$ cat src/rtl/alu_job_sequencer.sv
// ALU job sequencer: buffers jobs in a small FIFO, runs them one at a time on an
// external nibble loop, and returns each result (or a timeout error) over valid/ready.
package alu_job_pkg;
    typedef enum logic [2:0] {
        ADD   = 3'd0,
        SUB   = 3'd1,
        AND   = 3'd2,
        OR    = 3'd3,
        XOR   = 3'd4,
        LSHFT = 3'd5,
        RSHFT = 3'd6,
        PASS  = 3'd7
    } AluCmd;
endpackage

module alu_job_sequencer
    import alu_job_pkg::*;
#(
    parameter int FIFO_DEPTH = 2,
    parameter int TIMEOUT    = 16
) (
    input  logic        clk,
    input  logic        rst,
    input  logic        req_valid,
    output logic        req_ready,
    input  AluCmd       req_cmd,
    input  logic [31:0] req_word1,
    input  logic [31:0] req_word2,
    output logic        loop_start,
    output logic        loop_reverse,
    output AluCmd       loop_cmd,
    output logic        loop_clear_carry,
    output logic [31:0] loop_word1,
    output logic [31:0] loop_word2,
    input  logic        loop_busy,
    input  logic [31:0] loop_result,
    output logic        rsp_valid,
    input  logic        rsp_ready,
    output logic [31:0] rsp_result,
    output logic        rsp_error
);
    localparam int AW = $clog2(FIFO_DEPTH);
    localparam int CW = $clog2(TIMEOUT + 1);

    typedef enum logic [2:0] {
        IDLE      = 3'd0,
        LAUNCH    = 3'd1,
        WAIT_RISE = 3'd2,
        RUN       = 3'd3,
        RESP      = 3'd4
    } state_t;

    state_t        state;
    state_t        state_nxt;

    AluCmd         fifo_cmd   [FIFO_DEPTH];
    logic [31:0]   fifo_word1 [FIFO_DEPTH];
    logic [31:0]   fifo_word2 [FIFO_DEPTH];
    logic [AW:0]   wr_ptr;
    logic [AW:0]   rd_ptr;
    logic          fifo_full;
    logic          fifo_empty;
    logic          push;
    logic          pop;

    AluCmd         job_cmd;
    logic [31:0]   job_word1;
    logic [31:0]   job_word2;
    logic [CW-1:0] tmo_cnt;
    logic          in_busy_wait;
    logic          tmo_hit;

    // Pointers carry one extra wrap bit so full and empty are distinguishable.
    assign fifo_empty = (wr_ptr == rd_ptr);
    assign fifo_full  = (wr_ptr[AW-1:0] == rd_ptr[AW-1:0]) && (wr_ptr[AW] != rd_ptr[AW]);
    assign req_ready  = !fifo_full;
    assign push       = req_valid && req_ready;

    // A response handshake pops the next job directly so back-to-back jobs skip IDLE.
    assign pop = !fifo_empty && ((state == IDLE) || (state == RESP && rsp_ready));

    assign in_busy_wait = (state == WAIT_RISE) || (state == RUN);
    assign tmo_hit      = in_busy_wait && (tmo_cnt == CW'(TIMEOUT - 1));

    always_ff @(posedge clk) begin
        if (push) begin
            fifo_cmd[wr_ptr[AW-1:0]]   <= req_cmd;
            fifo_word1[wr_ptr[AW-1:0]] <= req_word1;
            fifo_word2[wr_ptr[AW-1:0]] <= req_word2;
        end
    end

    always_ff @(posedge clk) begin
        if (rst) begin
            wr_ptr <= '0;
            rd_ptr <= '0;
        end else begin
            if (push) begin
                wr_ptr <= wr_ptr + 1'b1;
            end
            if (pop) begin
                rd_ptr <= rd_ptr + 1'b1;
            end
        end
    end

    always_ff @(posedge clk) begin
        if (rst) begin
            state <= IDLE;
        end else begin
            state <= state_nxt;
        end
    end

    always_comb begin
        state_nxt = state;
        case (state)
            IDLE: begin
                if (!fifo_empty) begin
                    state_nxt = LAUNCH;
                end
            end
            LAUNCH: begin
                state_nxt = WAIT_RISE;
            end
            WAIT_RISE: begin
                if (tmo_hit) begin
                    state_nxt = RESP;
                end else if (loop_busy) begin
                    state_nxt = RUN;
                end
            end
            RUN: begin
                if (!loop_busy || tmo_hit) begin
                    state_nxt = RESP;
                end
            end
            RESP: begin
                if (rsp_ready) begin
                    state_nxt = fifo_empty ? IDLE : LAUNCH;
                end
            end
            default: begin
                state_nxt = IDLE;
            end
        endcase
    end

    always_comb begin
        loop_start       = 1'b0;
        loop_clear_carry = 1'b0;
        rsp_valid        = 1'b0;
        case (state)
            LAUNCH: begin
                loop_start       = 1'b1;
                loop_clear_carry = 1'b1;
            end
            RESP: begin
                rsp_valid = 1'b1;
            end
            default: begin
            end
        endcase
    end

    // Job registers load only on pop, so loop operands hold for the whole job.
    always_ff @(posedge clk) begin
        if (rst) begin
            job_cmd    <= ADD;
            job_word1  <= '0;
            job_word2  <= '0;
            tmo_cnt    <= '0;
            rsp_result <= '0;
            rsp_error  <= 1'b0;
        end else begin
            if (pop) begin
                job_cmd   <= fifo_cmd[rd_ptr[AW-1:0]];
                job_word1 <= fifo_word1[rd_ptr[AW-1:0]];
                job_word2 <= fifo_word2[rd_ptr[AW-1:0]];
                tmo_cnt   <= '0;
            end else if (in_busy_wait) begin
                tmo_cnt <= tmo_cnt + 1'b1;
            end
            // A loop that finishes on the last allowed cycle still counts as a success.
            if (state == RUN && !loop_busy) begin
                rsp_result <= loop_result;
                rsp_error  <= 1'b0;
            end else if (tmo_hit) begin
                rsp_result <= '0;
                rsp_error  <= 1'b1;
            end
        end
    end

    assign loop_cmd     = job_cmd;
    assign loop_word1   = job_word1;
    assign loop_word2   = job_word2;
    assign loop_reverse = (job_cmd == RSHFT);

endmodule

$ cat config.mk
export PLATFORM = sky130hd
export DESIGN_NAME = alu_job_sequencer
export DESIGN_NICKNAME = d
export VERILOG_FILES = /design/src/rtl/alu_job_sequencer.sv
export SDC_FILE = /design/constraint.sdc
export NUM_CORES = 1
export LEC_CHECK = 0
export ABC_AREA = 1
export CAP_MARGIN = 5
export CORE_MARGIN = 2
export CORE_UTILIZATION = 30
export DETAILED_ROUTE_END_ITERATION = 6
export MAX_ROUTING_LAYER = met4
export SYNTH_ARGS = -nofsm -noshare
export SYNTH_HDL_FRONTEND = slang
export SYNTH_SLANG_ARGS = --single-unit
export TNS_END_PERCENT = 1
$ cat constraint.sdc
create_clock -name clk -period 4.55 [get_ports clk]
set_input_delay 0.6825 -clock clk [delete_from_list [all_inputs] [get_ports clk]]
set_output_delay 0.6825 -clock clk [all_outputs]
set_load 0.01 [all_outputs]
==> results.py, run 1 <==
metrics = {
    "die": {
        "dieArea_sq_um": 30900,
        "die-height_um": 176,
        "rows": 62,
        "initial_core_util": 0.306,
        "die_w_um": 176,
        "pin_count": 209,
        "coreArea_sq_um": 28900,
    },
    "synthesis": {
        "yosys_warnings": 0,
        "syn_inst": 754,
        "synthDominantCellAreaShare": 0.455,
        "synth_fa_ha_area_frac": 0.00283,
        "ys_top_cells_by_area": "edfxtp_1 46%, dfxtp_1 25%, nand2_1 7.3%",
        "synth_top_family_by_area": "simple AND/OR/NAND/NOR gates",
        "syn_area_per_cell_sq_um": 11.7,
        "syn-cell-area_sq_um": 8840,
        "yosysUniqueCellTypes": 26,
        "synth-simple-area-share": 0.110,
        "ys_seq_elements": 246,
        "synth_top_area_cell": "edfxtp_1",
        "synth.net_count": 860,
        "synth_compound_area_frac": 0.0880,
        "yosys.area_share.xor_xnor": 0.00297,
        "yosysSeqAreaShare": 0.709,
        "muxShareOfSynthArea": 0.0509,
    },
    "power_and_ir_drop": {
        "power_frac_comb": 0.293,
        "p_seq_frac": 0.418,
        "power_switching_mw": 2.26,
        "p_clk_frac": 0.289,
        "powerDensity_nw_per_um2": 603,
        "p_int_mw": 5.04,
        "leakage_nw": 4.29,
        "switching_share": 0.309,
        "ir_worst_vdd_mv": 0.394,
    },
    "job": {
        "maxCapViolCount": 0,
    },
    "timing": {
        "rsz0062_at_grt": "no",
        "fin_skew_ns": 0.0228,
        "slew_headroom": 0.348,
        "finalSetupViolCount": 0,
        "tightest_slew_ns": 0.978,
        "slew_violations": 0,
        "tns_ns": 0,
        "period_share": 0.649,
        "fin_ws_ns": 1.60,
        "final_hold_viol_count": 0,
        "period_needed_ns": 2.95,
        "fmax_ghz": 0.339,
    },
    "drt": {
        "wire_per_inst_um": 15.2,
        "drc": 0,
        "drt_wl_total_um": 20700,
        "drtIter0Drc": 338,
        "antenna_left": 0,
        "vias_per_cell": 4.49,
        "dr.pass1.iters": 4,
        "vias": 6097,
    },
    "cts": {
        "worstSkewPairLatency_ns": 0.53,
        "cts_sinks": 246,
        "htreeDepth": 1,
        "cts_made_buffers": 27,
        "path_clk_slew_ns": 0.06,
        "clk_path_buf_depth": 3,
        "cts_tree": "done",
        "cts_post_setup_buffers_inserted": 0,
        "cts-root-buf": "clkbuf_16",
        "cts_hold_buf": 0,
        "cts.repair.resized": 0,
    },
    "worst_setup_path": {
        "reg2regPathDepth": 7,
        "worst-path-max-fanout": 24,
        "start_kind": "flop",
        "arrival_ns": 2.27,
        "worstPathCellList": "inv_2 -> nand2_1 -> nand2_2 -> nand3_1 -> clkdlybuf4s50_1",
        "reg2reg_to": "fifo_word2[0][4]",
        "end_kind": "output pin",
        "crit_start": "rd_ptr[0]",
        "rrSetupSlack_ns": 1.84,
        "crit_required_ns": 3.87,
        "crit_type": "flop to output pin",
        "crit_end": "req_ready",
        "r2r-start": "rd_ptr[0]",
        "cp_slowest_stage_delay_ns": 0.62,
        "cp_slowest_cell": "clkdlybuf4s50_1",
    },
    "cells_and_area": {
        "syn_to_final_growth_pct": 37.0,
        "final_layout_size_suffix_gt1_frac": 0.0657,
        "design_area_sq_um": 12100,
        "fillerInstances": 2748,
        "insertedDiodeCount": 0,
        "fin_nets": 1060,
    },
    "hold_path": {
        "hold_path_class": "flop to flop",
    },
    "placement": {
        "dp_hpwl_um": 12700,
        "dpl_cell_area_sq_um": 11300,
        "dp_worst_setup_slack_ns": 1.73,
        "routabilityCongestion": 0.717,
        "io_buffers": 208,
    },
    "global_routing": {
        "grt_pass1_wl_um": 32300,
        "track_usage": 0.135,
        "grt_pass1_vias": 5992,
        "antenna_found_initial": 0,
        "grt_overflow": 0,
        "grt_max_degree": 78,
    },
    "outcome": {
        "status": "complete, no violations",
    },
}
through the flow:
stage          power, mW  cells   util  hold WS [ns]
2_1_floorplan       4.32    754      -         0.441
3_3_place_gp        5.25   1309  0.390         0.449
3_5_place_dp        5.28   1309  0.390         0.452
4_1_cts             7.44   1358  0.420         0.465
5_1_grt             7.78   1358  0.420         0.487
6_report            7.31   1358  0.420         0.462
metal layers:
layer  vias to the layer above  track usage  part of all wire
met1                      2845        0.169              0.44
met3                        35       0.0335             0.075
met5                         -            -                 0
met4                         0       0.0348             0.021
li1                       3031            -                 -
met2                       186        0.219              0.47
cells in the mapped netlist:
cell type / n
nand2_1: 172
edfxtp_1: 134
dfxtp_1: 112
a21oi_1: 103
mux2i_1: 45
o21ai_0: 45
nand3_1: 39
buf_2: 21
nor2_1: 18
inv_1: 15
clkbuf_1: 13
buf_4: 6
inv_2: 5
nand2_2: 5
buf_6: 4
o21ai_1: 3
xor2_1: 3
ha_1: 2
nor3_1: 2
a211oi_1: 1
a21oi_2: 1
a31oi_1: 1
buf_1: 1
nand2_4: 1
nor2_2: 1
or2_2: 1
power groups by stage:
stage	clock network, mW	registers, mW	logic (mW)
2_1_floorplan	0	3.16	1.15
3_3_place_gp	0	3.10	2.15
3_5_place_dp	0	3.10	2.18
4_1_cts	2.19	3.06	2.19
5_1_grt	2.28	3.10	2.39
6_report	2.11	3.05	2.14
registers in the layout, indices dropped and copies added, names as in the netlist:
name and count:
fifo_word2 64, rd_ptr 2, fifo_word1 64, tmo_cnt 5, state 3, rsp_result 32
rsp_error 1, loop_word2 32, fifo_cmd 6, loop_word1 32, loop_cmd 3, wr_ptr 2
worst max-delay path, delay by kind of cell, from the launching register on:
| kind | cells | cell delay, ns |
|---|---|---|
| simple gates | 3 | 0.32 |
| flops | 1 | 0.52 |
| buf+inv | 2 | 0.89 |
layout make-up:
cell class                 instances  area (sq um)  share of cell area
sequential                       246          6270               0.518
multi-input combinational        443          2270               0.187
timing repair buffer             216          2160               0.178
clock buffer                      35           706              0.0582
tap                              384           480              0.0397
clock inverter                    14           153              0.0126
inverter                          20          76.3             0.00630
cells in the final DEF, fill, tap and decap left out:
cell and count:
clkinv_4 1, clkbuf_16 27, nor3_1 2, ha_1 2, a21oi_1 103, buf_12 2
clkinv_1 4, nor2_4 2, clkinv_2 6, dfxtp_4 1, o21ai_1 3, nor2_2 1
bufinv_16 3, nand2_2 5, or2_2 1, inv_2 4, a211oi_1 1, a21oi_2 1
o21ai_0 45, inv_1 14, buf_2 1, nand2_1 172, nor2_1 16, inv_6 2
clkdlybuf4s50_1 207, a31oi_1 1, edfxtp_1 134, buf_4 6, clkbuf_1 8, xor2_1 3
nand3_1 39, mux2i_1 45, nand2_4 1, dfxtp_1 111
cell families after synthesis:
logic type      Yosys count
mux                      45
xor+xnor                  3
simple gates            239
flops                   246
fa+ha+maj                 2
buf+inv                  65
compound gates          154
worst min path at each step:
stage / start / cells past startpoint / end / slack (ns)
6_report: loop_word2[9] / 2 / loop_word2[9] / 0.46
5_1_grt: loop_word2[8] / 2 / loop_word2[8] / 0.49
4_1_cts: loop_word2[9] / 2 / loop_word2[9] / 0.47
3_5_place_dp: rsp_error / 2 / rsp_error / 0.45
3_3_place_gp: tmo_cnt[4] / 2 / tmo_cnt[4] / 0.45
2_1_floorplan: tmo_cnt[4] / 2 / tmo_cnt[4] / 0.44
(Power assumes the default switching activity.)
==> run 2: changes to the inputs <==
==> constraint.sdc (replaced) <==
create_clock -name clk -period 2.5 [get_ports clk]
set_input_delay 0.375 -clock clk [delete_from_list [all_inputs] [get_ports clk]]
set_output_delay 0.375 -clock clk [all_outputs]
set_load 0.01 [all_outputs]
==> run 2 against run 1 <==
Net effect:
- hold slack lost 0.051 ns
- die area is the same
- worst setup slack lost 1.5 ns
- clock power grew 80%
- combinational power grew 91%
- non-clock buffer count grew 4
- design area grew 0.53%
- critical path depth is the same
- cell count grew 0.37%
- critical endpoint unchanged
- clock skew shrank 0.013 ns
- sequential cell count is the same
==> results.py, run 2 (synthesis gave the netlist of run 1 again) <==
metrics = {
    "job": {
        "maxCapViolCount": 0,
    },
    "power_and_ir_drop": {
        "powerDensity_nw_per_um2": 1100,
        "ir_worst_vdd_mv": 0.597,
        "p_total_mw": 13.4,
        "leakage_nw": 4.29,
    },
    "timing": {
        "fin_ws_ns": 0.121,
        "final_hold_viol_count": 0,
        "tns_ns": 0,
        "fin_skew_ns": 0.00994,
        "slew_headroom": 0.268,
        "slew_violations": 0,
        "tightest_slew_ns": 1.10,
        "fmax_ghz": 0.420,
        "period_needed_ns": 2.38,
        "period_share": 0.952,
        "finalSetupViolCount": 0,
        "rsz0062_at_grt": "no",
    },
    "global_routing": {
        "track_usage": 0.135,
        "grt_pass1_wl_um": 32100,
        "grt_max_degree": 69,
        "antenna_found_initial": 1,
        "grt_overflow": 0,
        "grt_pass1_vias": 5939,
    },
    "cts": {
        "cts.repair.resized": 0,
        "path_clk_slew_ns": 0.06,
        "cts_hold_buf": 0,
        "clk_path_buf_depth": 3,
        "cts_sinks": 246,
        "cts-root-buf": "clkbuf_16",
        "cts_made_buffers": 27,
        "worstSkewPairLatency_ns": 0.52,
        "htreeDepth": 1,
        "cts_post_setup_buffers_inserted": 0,
        "cts_tree": "done",
    },
    "worst_setup_path": {
        "worstPathCellList": "inv_1 -> nand2_1 -> nand2_2 -> nand3_1 -> clkdlybuf4s50_1",
        "cp_slowest_cell": "clkdlybuf4s50_1",
        "critPathTopFamily": "buffers and inverters",
        "crit_type": "flop to output pin",
        "crit_start": "wr_ptr[0]",
        "start_kind": "flop",
        "arrival_ns": 2.00,
        "cp_slowest_stage_delay_ns": 0.63,
        "end_kind": "output pin",
        "crit_required_ns": 2.12,
        "worst-path-buf-inv": 2,
        "worst-path-max-fanout": 4,
        "r2r-start": "wr_ptr[0]",
    },
    "drt": {
        "drc": 0,
        "drtIter0Drc": 243,
        "vias_per_cell": 4.44,
        "drt_wl_total_um": 20700,
        "dr.pass1.iters": 4,
        "wire_per_inst_um": 15.2,
        "vias": 6055,
        "antenna_left": 0,
    },
    "cells_and_area": {
        "fin_nets": 1064,
        "syn_to_final_growth_pct": 37.7,
        "mostFrequentLayoutCell": "clkdlybuf4s50_1",
        "final_cell_mix": "207 x clkdlybuf4s50_1, 172 x nand2_1, 134 x edfxtp_1, 111 x dfxtp_1, 103 x a21oi_1",
        "fin_util": 0.422,
        "final_layout_size_suffix_gt1_frac": 0.0716,
    },
    "die": {
        "pin_count": 209,
        "coreArea_sq_um": 28900,
        "dieArea_sq_um": 30900,
        "die-height_um": 176,
        "initial_core_util": 0.306,
        "rows": 62,
        "die_w_um": 176,
    },
    "placement": {
        "routabilityCongestion": 0.760,
        "io_buffers": 208,
        "dp_worst_setup_slack_ns": 0.453,
        "dp_hpwl_um": 12700,
    },
    "outcome": {
        "status": "complete, no violations",
    },
    "hold_path": {
        "hp-start": "loop_result[8]",
        "hold_path_class": "primary input to flop",
    },
}
==> run 2: cell types whose count changed in the layout (fill, tap and decap cells not counted), sizes merged <==
cell	delta
buf	+4
bufinv	-1
diode	+1
clkbuf	-1
clkinv	-2
clkinvlp	+6
inv	-2
==> run 2: worst min-delay path, stage by stage <==
cell and delay, ns:
clkdlybuf4s50_1 0.39, nand2_1 0.06, a21oi_1 0.05
==> run 2: layout make-up <==
cell class              count  area (sq um)
fillers                  2724         16700
flip-flops and latches    246          6270
multi-input cells         443          2270
repair buffers            220          2230
clock buffers              34           712
well taps                 384           480
clock inverters            15           140
inverters                  20          76.3
diodes                      1          2.50
==> run 2: worst paths after layout <==
check | cells after the start | endpoint | slack [ns]
worst max-delay path | 5 | req_ready | 0.12
worst min register to register | 2 | tmo_cnt[4] | 0.46
worst min-delay path | 3 | rsp_result[8] | 0.41
worst max register to register | 7 | fifo_word1[0][4] | 0.53
==> run 2: routing by layer <==
| metal | track usage | wire length [um] | up-vias |
|---|---|---|---|
| met2 | 0.218 | 9430 | 169 |
| met5 | - | 0 | - |
| met4 | 0.0293 | 335 | 0 |
| li1 | - | - | 3040 |
| met1 | 0.165 | 9170 | 2812 |
| met3 | 0.0431 | 1750 | 34 |
==> run 2: power breakdown <==
part / internal (mW) / switching, mW / leakage, nW
sequential: 5.13 / 0.379 / 2.17
clock: 2.22 / 1.57 / 0.397
combinational: 1.87 / 2.22 / 1.73
==> run 2: metrics by stage <==
step           hold slack [ns]  area [sq um]  std cells
2_1_floorplan            0.441          8850        754
3_3_place_gp             0.448         11300       1313
3_5_place_dp             0.451         11300       1313
4_1_cts                  0.386         12200       1362
5_1_grt                  0.403         12200       1363
6_report                 0.411         12200       1363
